## config.mk

```make
export PLATFORM = sky130hd
export DESIGN_NAME = pc_gen
export DESIGN_NICKNAME = d
export VERILOG_FILES = /design/src/rtl/core_pkg.sv /design/src/rtl/redirect_latch.sv /design/src/rtl/pc_gen.sv
export SDC_FILE = /design/constraint.sdc
export NUM_CORES = 1
export LEC_CHECK = 0
export BUFFER_PORTS_ARGS = -buffer_cell sky130_fd_sc_hd__buf_2
export CELL_PAD_IN_SITES_DETAIL_PLACEMENT = 1
export CELL_PAD_IN_SITES_GLOBAL_PLACEMENT = 1
export CORE_MARGIN = 1
export CORE_UTILIZATION = 41
export DETAILED_ROUTE_END_ITERATION = 16
export PLACE_DENSITY = 0.85
export SYNTH_ARGS = -nofsm -noshare
export SYNTH_HDL_FRONTEND = slang
export SYNTH_HIERARCHICAL = 1
export SYNTH_SLANG_ARGS = --single-unit
```

## constraint.sdc

```tcl
create_clock -name clk -period 2.9 [get_ports clk]
set_input_delay 0.58 -clock clk [delete_from_list [all_inputs] [get_ports clk]]
set_output_delay 0.58 -clock clk [all_outputs]
set_load 0.05 [all_outputs]
```

## src/rtl/core_pkg.sv

```systemverilog
// Types, constants and helpers shared by the fetch-stage PC generator and
// its redirect latch.
package core_pkg;

    typedef enum logic [1:0] {
        EMPTY,
        PEND_JUMP,
        PEND_TRAP
    } pend_e;

    localparam logic [63:0] RESET_PC_DEFAULT = 64'h0000_0000_8000_0000;

    // The mask has ones in every bit except the low 'bits' bits.
    function automatic logic [63:0] align_mask(input int unsigned bits);
        return ~((64'd1 << bits) - 64'd1);
    endfunction

endpackage

```

## src/rtl/redirect_latch.sv

```systemverilog
// Holds one redirect that arrives while fetch is stalled. A trap always wins,
// and a newer jump replaces an older jump. The latch empties on any non-stall cycle.
module redirect_latch
    import core_pkg::*;
#(
    parameter int unsigned XLEN = 64
) (
    input  logic            clk,
    input  logic            rst,
    input  logic            stall,
    input  logic            trap_valid,
    input  logic [XLEN-1:0] trap_pc,
    input  logic            jump_valid,
    input  logic [XLEN-1:0] jump_pc,
    output pend_e           pend_state,
    output logic [XLEN-1:0] pend_target,
    output logic            pending
);

    pend_e           state_reg, state_next;
    logic [XLEN-1:0] target_reg, target_next;

    always_comb begin
        state_next  = state_reg;
        target_next = target_reg;
        if (!stall) begin
            // In this cycle the entry is either applied or replaced by a live redirect.
            state_next = EMPTY;
        end else if (trap_valid) begin
            state_next  = PEND_TRAP;
            target_next = trap_pc;
        end else if (jump_valid && state_reg != PEND_TRAP) begin
            state_next  = PEND_JUMP;
            target_next = jump_pc;
        end
    end

    always_ff @(posedge clk) begin
        if (rst) begin
            state_reg  <= EMPTY;
            target_reg <= '0;
        end else begin
            state_reg  <= state_next;
            target_reg <= target_next;
        end
    end

    assign pend_state  = state_reg;
    assign pend_target = target_reg;
    assign pending     = (state_reg != EMPTY);

endmodule

```

## src/rtl/pc_gen.sv

```systemverilog
// Fetch PC generator. It selects trap, jump, pending or predicted PC each cycle,
// forces alignment, flags misaligned targets and counts applied redirects.
module pc_gen
    import core_pkg::*;
#(
    parameter int unsigned XLEN       = 64,
    parameter logic [63:0] RESET_PC   = RESET_PC_DEFAULT,
    parameter int unsigned ALIGN_BITS = 2,
    parameter int unsigned CNT_W      = 32
) (
    input  logic             clk,
    input  logic             rst,
    input  logic             regF_stall,
    input  logic             trap_i_valid,
    input  logic [XLEN-1:0]  trap_i_pc,
    input  logic             execute_i_need_jump,
    input  logic [XLEN-1:0]  execute_i_jump_pc,
    input  logic [XLEN-1:0]  fetch_i_pre_pc,
    output logic [XLEN-1:0]  pc,
    output logic             pc_valid,
    output logic             pc_misaligned,
    output logic             redirect_pending,
    output logic [CNT_W-1:0] redirect_cnt
);

    localparam logic [63:0]     ALIGN_MASK_FULL = align_mask(ALIGN_BITS);
    localparam logic [XLEN-1:0] ALIGN_MASK      = ALIGN_MASK_FULL[XLEN-1:0];
    localparam logic [XLEN-1:0] PC_AT_RESET     = RESET_PC[XLEN-1:0];

    pend_e           pend_state;
    logic [XLEN-1:0] pend_target;
    logic            pend_any;

    logic [XLEN-1:0]  pc_reg;
    logic             valid_reg;
    logic             misaligned_reg;
    logic [CNT_W-1:0] cnt_reg;

    logic [XLEN-1:0] load_target;
    logic            load_is_redirect;

    redirect_latch #(
        .XLEN (XLEN)
    ) u_redirect_latch (
        .clk         (clk),
        .rst         (rst),
        .stall       (regF_stall),
        .trap_valid  (trap_i_valid),
        .trap_pc     (trap_i_pc),
        .jump_valid  (execute_i_need_jump),
        .jump_pc     (execute_i_jump_pc),
        .pend_state  (pend_state),
        .pend_target (pend_target),
        .pending     (pend_any)
    );

    always_comb begin
        load_target      = fetch_i_pre_pc;
        load_is_redirect = 1'b0;
        if (trap_i_valid) begin
            load_target      = trap_i_pc;
            load_is_redirect = 1'b1;
        end else if (execute_i_need_jump) begin
            load_target      = execute_i_jump_pc;
            load_is_redirect = 1'b1;
        end else if (pend_state != EMPTY) begin
            load_target      = pend_target;
            load_is_redirect = 1'b1;
        end
    end

    always_ff @(posedge clk) begin
        if (rst) begin
            pc_reg         <= PC_AT_RESET;
            valid_reg      <= 1'b0;
            misaligned_reg <= 1'b0;
            cnt_reg        <= '0;
        end else begin
            valid_reg <= 1'b1;
            if (regF_stall) begin
                misaligned_reg <= 1'b0;
            end else begin
                pc_reg         <= load_target & ALIGN_MASK;
                misaligned_reg <= |(load_target & ~ALIGN_MASK);
                if (load_is_redirect) begin
                    cnt_reg <= cnt_reg + CNT_W'(1);
                end
            end
        end
    end

    assign pc               = pc_reg;
    assign pc_valid         = valid_reg;
    assign pc_misaligned    = misaligned_reg;
    assign redirect_pending = pend_any;
    assign redirect_cnt     = cnt_reg;

endmodule
```

==> out/metrics.cfg <==
[detailed_routing]
via_count = 9491
post-route-drc-count = 0
vias_per_cell = 5.99
ant_nets = 0
drt_iter0_drc = 449
drtPass1Iterations = 5
routedWlPerCell_um = 20.2
wl_um = 32000

[sta]
hold_viol = 0
tns_ns = 0
relSlewSlack = 0.397
finalSetupViolations = 0
finalCritPeriodShare = 0.822
worstMarginPinSlew_ns = 0.905
slew_viol_final = 0
rsz0062_at_grt = no
fmax_mhz = 419
fin_crit_ns = 2.38
fin_skew_ns = 0.0110

[yosys]
synth_edf_count = 0
netlist_top_cells_area = dfxtp_1 35%, mux2_2 7.8%, o221a_1 7.8%, a311oi_1 6.1%, a221oi_1 5.8%
syn_inst = 1063
yosysSeqAreaShare = 0.353
synth-seq-cells = 162
syn_area_per_cell_um2 = 8.64
async_flop_share = 0
yosys.area.top_type = dfxtp_1
synth_top_cell_area_share = 0.353
ys.flop_type = dfxtp_1
synth_area_um2 = 9190
ys.warnings.count = 6
synth_cell_type_count = 53

[global_routing]
antenna_found_initial = 5
grtUsageTotal = 0.274
grt_max_degree = 151
grt_pass1_wl_um = 49400
grt_pass1_vias = 9555
overflow = 0

[place]
place.port_buffers = 293
gp_congestion = 0.825
dp.final_hpwl_um = 21200

[final_layout]
area_growth_pct = 22.9
final_common_cell = buf_2
fin_nets = 1484
final_cell_mix = 289 x buf_2, 162 x dfxtp_1, 128 x inv_1, 85 x a21oi_1, 79 x nor2_1
largest_register_ffs = 64
drive_gt1_frac = 0.326

[floorplan]
die-area_um2 = 23000
die_x_um = 152
initial_utilization = 0.420
dieHeight_um = 152
core-area_um2 = 21900
io_pins = 296
rows = 54

[setup_path]
critPathArrivalTime_ns = 2.74
path_max_fanout = 19
critPathMostFrequentCell = or4_1
r2r-end = redirect_cnt[25]$_SDFFE_PP0P_
slowest_stage = or4_1
critical_path_required_ns = 3.26
cp_cell_sequence = nand4_1 -> or4_1 -> or4_1 -> a21oi_1
endpoint_kind = register
cp-start-kind = register
rr_worst_depth = 4
r2r-start = redirect_cnt[8]$_SDFFE_PP0P_
critPathLaunch = redirect_cnt[8]$_SDFFE_PP0P_
critPathMaxStageDelay_ns = 0.88
critPathKind = register to register
reg2reg_slack_ns = 0.52
endpoint = redirect_cnt[25]$_SDFFE_PP0P_

[power]
power_mw = 6.01
max-vdd-ir-drop_mv = 0.307
power_leakage_nw = 4.74
clkPwrFrac = 0.382
power_frac_comb = 0.207
p_per_area_nw_per_um2 = 532
sw_frac_of_total = 0.315
p_seq_frac = 0.411
p_int_mw = 4.11
p_switching_mw = 1.90

[cts]
clockBufferDepth = 2
ctsResizeCount = 0
path_clk_slew_ns = 0.07
cts_tree = yes
cts_buffers = 17
root_buffer = clkbuf_16
cts_htree_levels = 4
cts.sinks = 162
postCtsSetupBuffers = 0
cts_hold_buf = 0
clk_latency_ns = 0.43

[hold_path]
hold_path_depth = 2
hold_start = trap_i_pc[1]
hold_path.class = primary input to register

[run_status]
status = complete, no violations

[flow_run]
drv_cap = 0

[Yosys cell counts (all sizes together) (3+ instances only)]
cell type,n
nor4,6
mux2,64
or3,10
o21ai,10
o31ai,11
o221a,64
or2,4
o211ai,61
a21oi,85
nand3,9
xnor2,6
a311oi,64
nor3,3
nand2b,63
a221oi,61
dfxtp,162
nand4,6
inv,130
buf,42
nor2,80
clkbuf,67
and3,3
nand2,12
or4,16
[layer usage]
layer / share of wire / track usage / up-vias
met5: 0.00069 / 0 / -
met4: 0.026 / 0.114 / 4
met3: 0.060 / 0.0581 / 65
met2: 0.49 / 0.467 / 324
met1: 0.43 / 0.332 / 4675
li1: - / - / 4423
[area by class of cell]
class / instances / area [um2]
fillers: 2696 / 10600
inverters: 132 / 495
clock inverters: 10 / 98.8
flip-flops and latches: 162 / 3240
clock buffers: 22 / 484
diodes: 5 / 12.5
repair buffers: 312 / 1680
multi-input cells: 661 / 4930
well taps: 280 / 350
[critical path, delay by kind of cell, from the launching register on]
family | cells | cell delay, ns
simple gates | 3 | 1.74
compound gates | 1 | 0.15
flops | 1 | 0.42
[stage by stage]
stage	utilization	worst slack (ns)	cell area (um2)	std cells	hold slack, ns
2_1_floorplan	-	0.534	9190	1064	0.521
3_3_place_gp	0.489	0.520	10700	1547	0.457
3_5_place_dp	0.489	0.492	10700	1547	0.463
4_1_cts	0.515	0.504	11300	1579	0.388
5_1_grt	0.515	0.349	11300	1582	0.389
6_report	0.516	0.516	11300	1584	0.403
[how the worst min path moves through the flow]
stage	endpoint	slack, ns
after CTS	pc_misaligned$_SDFF_PP0_	0.39
after global routing	pc_misaligned$_SDFF_PP0_	0.39
after floorplan	u_redirect_latch/pend_target[52]$_SDFFE_PP0P_	0.52
after global placement	pc[6]$_SDFFE_PP0N_	0.46
after detailed placement	pc[60]$_SDFFE_PP0N_	0.46
final	pc_misaligned$_SDFF_PP0_	0.40
[kinds of logic after synthesis]
logic type | Yosys count | synth area share
xor gates and xnor gates | 7 | 0.00667
buffers and inverters | 241 | 0.112
and+or+nand+nor | 222 | 0.131
other | 1 | 0.000408
muxes | 66 | 0.0806
AOI/OAI and AO/OA | 363 | 0.315
adders and majority gates | 1 | 0.00136
DFF | 162 | 0.353
[power by group through the flow]
stage | registers (mW) | clock network (mW) | logic, mW
final | 2.47 | 2.30 | 1.24
after global routing | 2.49 | 2.43 | 1.34
after CTS | 2.47 | 2.34 | 1.24
after detailed placement | 2.52 | 0 | 1.23
after global placement | 2.51 | 0 | 1.20
after floorplan | 2.74 | 0 | 0.616
Power figures use the tool's default switching activity.
